$ cat src/rtl/alu_pkg.sv
// Shared ALU definitions: operation codes, exec-unit FSM states and shift-amount width.
// Imported by the ALU controller and by alu_exec_unit / alu_shifter.
package alu_pkg;

  localparam int SHAMT_W = 5;

  typedef enum logic [3:0] {
    OP_ADD  = 4'b0000,
    OP_SUB  = 4'b0001,
    OP_XOR  = 4'b0010,
    OP_OR   = 4'b0011,
    OP_AND  = 4'b0100,
    OP_SRL  = 4'b0101,
    OP_SLL  = 4'b0110,
    OP_SRA  = 4'b0111,
    OP_SLT  = 4'b1000,
    OP_SLTU = 4'b1001,
    OP_EQ   = 4'b1010
  } alu_op_t;

  typedef enum logic [1:0] {
    ST_IDLE = 2'd0,
    ST_BUSY = 2'd1,
    ST_DONE = 2'd2
  } alu_state_t;

endpackage

$ cat src/rtl/alu_shifter.sv
// Shift datapath for alu_exec_unit. Default build shifts one bit per use (iterative);
// with ALU_BARREL_SHIFT_EN defined it shifts by the full amount combinationally.
module alu_shifter
  import alu_pkg::*;
#(
  parameter int DATA_WIDTH = 32
) (
  input  alu_op_t               i_op,
  input  logic [DATA_WIDTH-1:0] i_data,
`ifdef ALU_BARREL_SHIFT_EN
  input  logic [SHAMT_W-1:0]    i_shamt,
`endif
  output logic [DATA_WIDTH-1:0] o_data
);

  logic [SHAMT_W-1:0] w_amt;

`ifdef ALU_BARREL_SHIFT_EN
  assign w_amt = i_shamt;
`else
  assign w_amt = SHAMT_W'(1);
`endif

  always_comb begin
    o_data = i_data;
    case (i_op)
      OP_SRL:  o_data = i_data >> w_amt;
      OP_SLL:  o_data = i_data << w_amt;
      OP_SRA:  o_data = DATA_WIDTH'($signed(i_data) >>> w_amt);
      default: o_data = i_data;
    endcase
  end

endmodule

$ cat src/rtl/alu_exec_unit.sv
// ALU execution unit with valid/ready handshake and IDLE/BUSY/DONE control.
// Macro ALU_BARREL_SHIFT_EN selects single-cycle shifts; otherwise shifts iterate one bit per cycle.
module alu_exec_unit
  import alu_pkg::*;
#(
  parameter int DATA_WIDTH = 32
) (
  input  logic                  clk,
  input  logic                  reset,
  input  logic                  in_valid,
  output logic                  in_ready,
  input  logic [3:0]            Operation,
  input  logic [DATA_WIDTH-1:0] SrcA,
  input  logic [DATA_WIDTH-1:0] SrcB,
  output logic                  out_valid,
  input  logic                  out_ready,
  output logic [DATA_WIDTH-1:0] ALUResult,
  output logic                  Zero,
  output logic                  Illegal
);

  alu_state_t            r_state;
  logic                  r_in_ready;
  logic                  r_out_valid;
  logic [DATA_WIDTH-1:0] r_result;
  logic                  r_zero;
  logic                  r_illegal;

  alu_op_t               w_op;
  logic [SHAMT_W-1:0]    w_shamt;
  logic [DATA_WIDTH-1:0] w_shift;
  logic [DATA_WIDTH-1:0] w_result;
  logic                  w_illegal;

  assign w_op    = alu_op_t'(Operation);
  assign w_shamt = SrcB[SHAMT_W-1:0];

`ifdef ALU_BARREL_SHIFT_EN
  alu_shifter #(.DATA_WIDTH(DATA_WIDTH)) u_shifter (
    .i_op    (w_op),
    .i_data  (SrcA),
    .i_shamt (w_shamt),
    .o_data  (w_shift)
  );
`else
  alu_op_t            r_op;
  logic [SHAMT_W-1:0] r_cnt;
  logic               w_is_shift;

  assign w_is_shift = (w_op == OP_SRL) || (w_op == OP_SLL) || (w_op == OP_SRA);

  // Iterative mode: the shifter steps the in-flight result register by one bit.
  alu_shifter #(.DATA_WIDTH(DATA_WIDTH)) u_shifter (
    .i_op   (r_op),
    .i_data (r_result),
    .o_data (w_shift)
  );
`endif

  always_comb begin
    w_result  = '0;
    w_illegal = 1'b0;
    case (w_op)
      OP_ADD:  w_result = SrcA + SrcB;
      OP_SUB:  w_result = SrcA - SrcB;
      OP_XOR:  w_result = SrcA ^ SrcB;
      OP_OR:   w_result = SrcA | SrcB;
      OP_AND:  w_result = SrcA & SrcB;
      OP_SLT:  w_result = DATA_WIDTH'($signed(SrcA) < $signed(SrcB));
      OP_SLTU: w_result = DATA_WIDTH'(SrcA < SrcB);
      OP_EQ:   w_result = DATA_WIDTH'(SrcA == SrcB);
`ifdef ALU_BARREL_SHIFT_EN
      OP_SRL, OP_SLL, OP_SRA: w_result = w_shift;
`else
      // Only reached here for a zero shift amount; nonzero amounts go through BUSY.
      OP_SRL, OP_SLL, OP_SRA: w_result = SrcA;
`endif
      default: w_illegal = 1'b1;
    endcase
  end

  always_ff @(posedge clk) begin
    if (reset) begin
      r_state     <= ST_IDLE;
      r_in_ready  <= 1'b1;
      r_out_valid <= 1'b0;
      r_result    <= '0;
      r_zero      <= 1'b0;
      r_illegal   <= 1'b0;
`ifndef ALU_BARREL_SHIFT_EN
      r_op        <= OP_ADD;
      r_cnt       <= '0;
`endif
    end else begin
      case (r_state)
        ST_IDLE: begin
          if (in_valid) begin
            r_in_ready <= 1'b0;
            r_illegal  <= w_illegal;
`ifndef ALU_BARREL_SHIFT_EN
            r_op       <= w_op;
            if (w_is_shift && (w_shamt != '0)) begin
              r_result <= SrcA;
              r_cnt    <= w_shamt;
              r_state  <= ST_BUSY;
            end else begin
`else
            begin
`endif
              r_result    <= w_result;
              r_zero      <= (w_result == '0);
              r_out_valid <= 1'b1;
              r_state     <= ST_DONE;
            end
          end
        end
`ifndef ALU_BARREL_SHIFT_EN
        ST_BUSY: begin
          r_result <= w_shift;
          r_cnt    <= r_cnt - SHAMT_W'(1);
          if (r_cnt == SHAMT_W'(1)) begin
            r_zero      <= (w_shift == '0);
            r_out_valid <= 1'b1;
            r_state     <= ST_DONE;
          end
        end
`endif
        ST_DONE: begin
          if (out_ready) begin
            r_out_valid <= 1'b0;
            r_in_ready  <= 1'b1;
            r_state     <= ST_IDLE;
          end
        end
        default: begin
          r_state     <= ST_IDLE;
          r_in_ready  <= 1'b1;
          r_out_valid <= 1'b0;
        end
      endcase
    end
  end

  assign in_ready  = r_in_ready;
  assign out_valid = r_out_valid;
  assign ALUResult = r_result;
  assign Zero      = r_zero;
  assign Illegal   = r_illegal;

endmodule

$ cat config.mk
export PLATFORM = sky130hd
export DESIGN_NAME = alu_exec_unit
export DESIGN_NICKNAME = d
export VERILOG_FILES = /design/src/rtl/alu_pkg.sv /design/src/rtl/alu_shifter.sv /design/src/rtl/alu_exec_unit.sv
export SDC_FILE = /design/constraint.sdc
export NUM_CORES = 1
export LEC_CHECK = 0
export CORE_MARGIN = 2
export CORE_UTILIZATION = 50
export DETAILED_ROUTE_END_ITERATION = 8
export PLACE_DENSITY = 0.72
export SYNTH_ARGS = -nofsm -noshare
export SYNTH_HDL_FRONTEND = slang
export SYNTH_SLANG_ARGS = --single-unit
$ cat constraint.sdc
create_clock -name clk -period 5.5 [get_ports clk]
set_input_delay 1.65 -clock clk [delete_from_list [all_inputs] [get_ports clk]]
set_output_delay 1.65 -clock clk [all_outputs]
set_load 0.005 [all_outputs]
# After elaboration in Yosys (flattened, before gate mapping)
# Cells that the tools add are included.
# totals
reg_bits,47
word_cells,83
# classes
addsub,3
n_lt_le_gt_ge,2
n_eq_ne,22
n_mux,26
bitwise,4
n_reduce_logical,18
# op_table
operator,n
32-bit one-hot mux with 9 select lines,1
32-bit one-hot mux with 3 select lines,1
32-bit logical NOT,2
32-bit < comparator,2
32-bit 2-to-1 mux,2
32-bit one-hot mux with 2 select lines,1
32-bit adder,1
32-bit AND,1
32-bit equality test,1
32-bit bitwise OR,1
32-bit subtractor,1
32-bit XOR,1
4-bit by 3-bit equality test with 1-bit output (second input constant),7
4-bit equality test (second input constant),3
11-bit OR reduction,1
1-bit 2-to-1 mux,10
5-bit 2-to-1 mux,2
2-bit != test (second input constant),5
5-bit one-hot mux with 2 select lines,1
3-bit AND reduction,3
4-bit by 2-bit equality test with 1-bit output (second input constant),2
2-bit 2-to-1 mux,4
4-bit AND reduction,2
1-bit one-hot mux with 3 select lines,2
other kinds (16),18

# Longest topological paths before layout
# logic_depth
ltp_word,7
ltp_mapped,15
ltp_nobuf,14

# Modules after synthesis
# A second synthesis with hierarchy kept.
# hier_totals
hier_cells,1230
area_unflattened_um2,8519.4
# by_module_without_submodules
module,instances,cells_per_inst,area_per_inst_um2,seq_area_each_um2
alu_exec_unit,1,1150,7867.5,940.9
alu_shifter,1,80,651.9,0.0

# Worst setup path after synthesis
# No wires, ideal clock.
# synth_timing
path_kind,input to register
start,input port SrcB[4]
end,"register r_zero, in the netlist Zero"
t_arrival_ns,4.725
t_required_ns,5.412
setup_slack_ns,0.687
stages,15
path_buffers,2
path_cell_list,inv_1 -> ha_1 -> buf_6 -> nor2b_4 -> a2111oi_4 -> a211oi_1 -> or4_1 -> buf_2 -> o21a_4 -> a211oi_4 -> o211ai_2 -> mux2_4 -> a22oi_2 -> or3b_1 -> o32ai_2
# synth_between
elab_chain_len,6
# synth_lines
item,line,text
start: declaration,alu_exec_unit.sv:14,"input logic [DATA_WIDTH-1:0] SrcB,"
32-bit subtractor (tied with other cells),alu_exec_unit.sv:65,OP_SUB: w_result = SrcA - SrcB;
32-bit one-hot mux with 9 select lines,alu_exec_unit.sv:63,case (w_op)
32-bit logical NOT,alu_exec_unit.sv:111,r_zero <= (w_result == '0);
1-bit 2-to-1 mux,alu_exec_unit.sv:102,if (w_is_shift && (w_shamt != '0)) begin
1-bit 2-to-1 mux,alu_exec_unit.sv:97,if (in_valid) begin
1-bit one-hot mux with 2 select lines,alu_exec_unit.sv:95,case (r_state)
end signal: assignment,alu_exec_unit.sv:111,
end signal: assignment,alu_exec_unit.sv:122,r_zero <= (w_shift == '0);
end: declaration,alu_exec_unit.sv:26,logic r_zero;
# Parallel ways exist; a longest one is shown, timed or not. The select of a mux whose other input is x is not followed.
# A chain may end at the register's enable or synchronous reset.

# Worst setup path in the final report
# layout_timing
start,input port SrcA[2]
end,"register r_zero, in the netlist Zero"
# layout_between
elab_chain_len,6
# layout_lines
item,line,text
start: declaration,alu_exec_unit.sv:13,"input logic [DATA_WIDTH-1:0] SrcA,"
32-bit subtractor (tied with other cells),alu_exec_unit.sv:65,
32-bit one-hot mux with 9 select lines *,alu_exec_unit.sv:63,
32-bit logical NOT *,alu_exec_unit.sv:111,
1-bit 2-to-1 mux *,alu_exec_unit.sv:102,
1-bit 2-to-1 mux *,alu_exec_unit.sv:97,
1-bit one-hot mux with 2 select lines *,alu_exec_unit.sv:95,
# Every way passes the cells marked *; elsewhere a longest branch is shown, timed or not. The select of a mux whose other input is x is not followed.

==> reports/results.tsv <==
stage	metric	value	unit
outcome	status	finished, final reports clean	
cts	cts.sinks	47	
cts	cts_tree	yes	
setup_path	path_depth	19	
pwr	total_power	1.96	mW
floorplan	die_x	136	µm
drt	routed_wl	39.4	mm
run	cap_violations	0	
drt	wl_per_cell	22.0	µm
floorplan	initial_core_util	0.508	
final_layout	antennaDiodeCount	0	
pwr	peakVddDrop	0.142	mV
grt	grt_pass1_vias	10900	
setup_path	r2r_end	Zero	
pwr	p_per_area	164	nW/µm²
placed_design	dp_cells	1780	
drt	drc_errors	0	
placed_design	dp_hpwl	30.6	mm
yosys	synth_cells	1295	
yosys	yosys.area_share.simple	0.255	
timing	period_minus_slack	5.35	ns
placed_design	place_ws	-0.327	ns
timing	whs	0.477	ns
floorplan	ioPinCount	108	
drt	firstDrtPassIters	6	
yosys	yosysSeqAreaShare	0.107	
final_layout	final_cells	1791	
setup_path	endpoint	Zero	
final_layout	fin_nets	1737	
setup_path	critPathTopFamily	compound AO/OA/AOI/OAI gates	
grt	grt_pass1_wl	59.6	mm
yosys	ys_ff_latch	47	
timing	fin_setup_tns	0	ns
cts	cts_htree_levels	2	
final_layout	syn_to_final_growth	37.0	%
setup_path	reg2reg_from	r_op[0]	
yosys	yosys_warnings	0	
cts	clock-root-buffer	clkbuf_16	
yosys	muxShareOfSynthArea	0.0144	
setup_path	cp-start-kind	input port	
yosys	synth-async-reset-ratio	0	
floorplan	rows	48	
placed_design	place.gp.congestion	1.03	
setup_path	r2r_setup_slack	1.36	ns
setup_path	crit_chain	clkdlybuf4s50_1 > inv_1 > ha_4 > a211oi_2 > buf_4 > o41ai_4 > a21oi_2 > o41ai_2 > buf_4 > buf_4 > a2111oi_2 > buf_4 > o31ai_1 > buf_4 > nor4_1 > o21ai_0 > o2111ai_1 > or3b_1 > o32ai_2	
setup_path	cp_num_buf_inv	7	
cts	clk_latency	0.29	ns
yosys	synth-adder-area-share	0.145	
drt	drt.antenna.violating_nets	0	
setup_path	startpoint	SrcA[2]	
grt	antenna_found_initial	0	
final_layout	layout_common_cells	243 x buf_4, 144 x nor2_1, 117 x a21oi_1	
grt	grt_usage	0.408	
floorplan	die_y	136	µm
timing	setup_viol	0	
floorplan	design.die.area	18600	µm²
cts	cts_buffer_depth	2	
setup_path	cp_max_fo	4	
final_layout	layout_commonest_cell	buf_4	
drt	num_vias	12000	
drt	drtIter0Drc	1770	
timing	finalHoldViolCount	0	
final_layout	fill_cells	1471	
setup_path	slowest_delay	0.51	ns
timing	skew	0.00503	ns
setup_path	setup.worst_path.class	in -> reg	
yosys	synth-compound-area-share	0.390	
yosys	synth_top_family_by_area	compound AO/OA/AOI/OAI gates	
yosys	synthesis.area	8760	µm²
final_layout	utilization	0.696	
timing	setup_slack	0.150	ns
cts	cts-buffers-inserted	5	
drt	vias_per_cell	6.72	
setup_path	worstPathRequired	5.71	ns
setup_path	reg2reg_depth	11	
worst_hold_path	hold_path.class	reg -> reg	
worst_hold_path	min_from	r_op[3]	
grt	grt_max_degree	48	
placed_design	placedInstanceArea	11700	µm²
setup_path	crit_path_frequent_cell	buf_4	
yosys	ys_types	86	
yosys	syn_area_per_cell	6.77	µm²
timing	rsz0062_at_grt	false	
setup_path	critPathArrivalTime	5.56	ns
cts	path_clk_slew	0.07	ns
yosys	yosys_most_used_dff	dfxtp_1	
timing	max_freq	187	MHz
yosys	synth_xor_area_frac	0.00700	
final_layout	layout-drive-gt1-share	0.203	
final_layout	design_area	12000	µm²
final_layout	multiInputGateArea	7270	µm²
timing	worstMarginPinSlew	0.843	ns
placed_design	numPortBuffers	107	
setup_path	cp_slowest_cell	clkdlybuf4s50_1	
yosys	synth_enable_flop_cells	0	
timing	fin_crit_sh	0.973	
yosys	synth_nets	1467	
setup_path	critical_path.endpoint_type	flop	
timing	slew_headroom	0.438	
final_layout	register_area	941	µm²
timing	slew_viol_final	0	
pwr	leakagePower	5.06	nW
floorplan	core_area	17200	µm²
grt	overflow	0	
-- what timing repair did --
item / in CTS / in global routing
setup buffers: 0 / 3
gates resized for setup: 3 / 32
hold buffers: 0 / 0
setup endpoints to repair: 1 / 4
pin swaps: 0 / 9
-- state kept, by name (all words and copies together), names as in the netlist --
signal and cells:
ALUResult 32, r_op 4, r_state 2, r_cnt 5
out_valid 1, in_ready 1, Zero 1, Illegal 1
-- layout make-up --
| cell class | instances | area share |
|---|---|---|
| multi-input cells | 1062 | 0.605 |
| clock buffers | 5 | 0.0104 |
| repair buffers | 354 | 0.249 |
| inverters | 95 | 0.0297 |
| well taps | 225 | 0.0235 |
| flip-flops and latches | 47 | 0.0784 |
| clock inverters | 3 | 0.00386 |
-- worst min-delay path, cell delays in order (launching register included) --
cell and delay (ns):
dfxtp_1 0.33, nand2_1 0.06, a21oi_1 0.05
-- layer usage --
layer  share of wire  track usage  vias to the layer above
met2            0.44        0.653                      912
met4           0.039        0.137                        0
met5               0            0                        -
met1            0.39        0.552                     5598
li1                -            -                     5405
met3            0.12       0.0708                      129
-- logic make-up after synthesis --
kind of cell,count (synthesis)
adder cells (fa/ha/maj),100
multiplexers,12
AND/OR/NAND/NOR,455
XOR/XNOR,7
AO/OA/AOI/OAI,488
flip-flops,47
buffers and inverters,186
-- power breakdown --
part	switching, mW	internal [mW]	total, mW
registers	0.0404	0.367	0.407
clock network	0.150	0.217	0.367
logic	0.655	0.535	1.19
total	0.846	1.12	1.96
-- synthesized netlist by cell type, types with 20 or more instances --
cell | count | share of area
clkbuf_1 | 76 | 0.033
a21oi_1 | 118 | 0.067
o21ai_0 | 82 | 0.047
nand2_1 | 110 | 0.047
nor2b_1 | 20 | 0.014
dfxtp_1 | 47 | 0.11
nor2_1 | 146 | 0.063
nor4_1 | 21 | 0.015
a211oi_1 | 26 | 0.022
nor3_1 | 30 | 0.017
inv_1 | 93 | 0.040
a221oi_1 | 26 | 0.026
ha_1 | 98 | 0.14
nand3_1 | 24 | 0.014
a22oi_1 | 51 | 0.044
-- how the worst min path moves through the flow --
stage / slack [ns] / cells past startpoint / endpoint
2_1_floorplan: 0.44 / 2 / r_op[3]
3_3_place_gp: 0.46 / 2 / r_op[2]
3_5_place_dp: 0.47 / 2 / r_op[3]
4_1_cts: 0.48 / 2 / r_op[3]
5_1_grt: 0.50 / 2 / r_op[3]
6_report: 0.48 / 2 / r_op[3]
(Power assumes the default switching activity.)
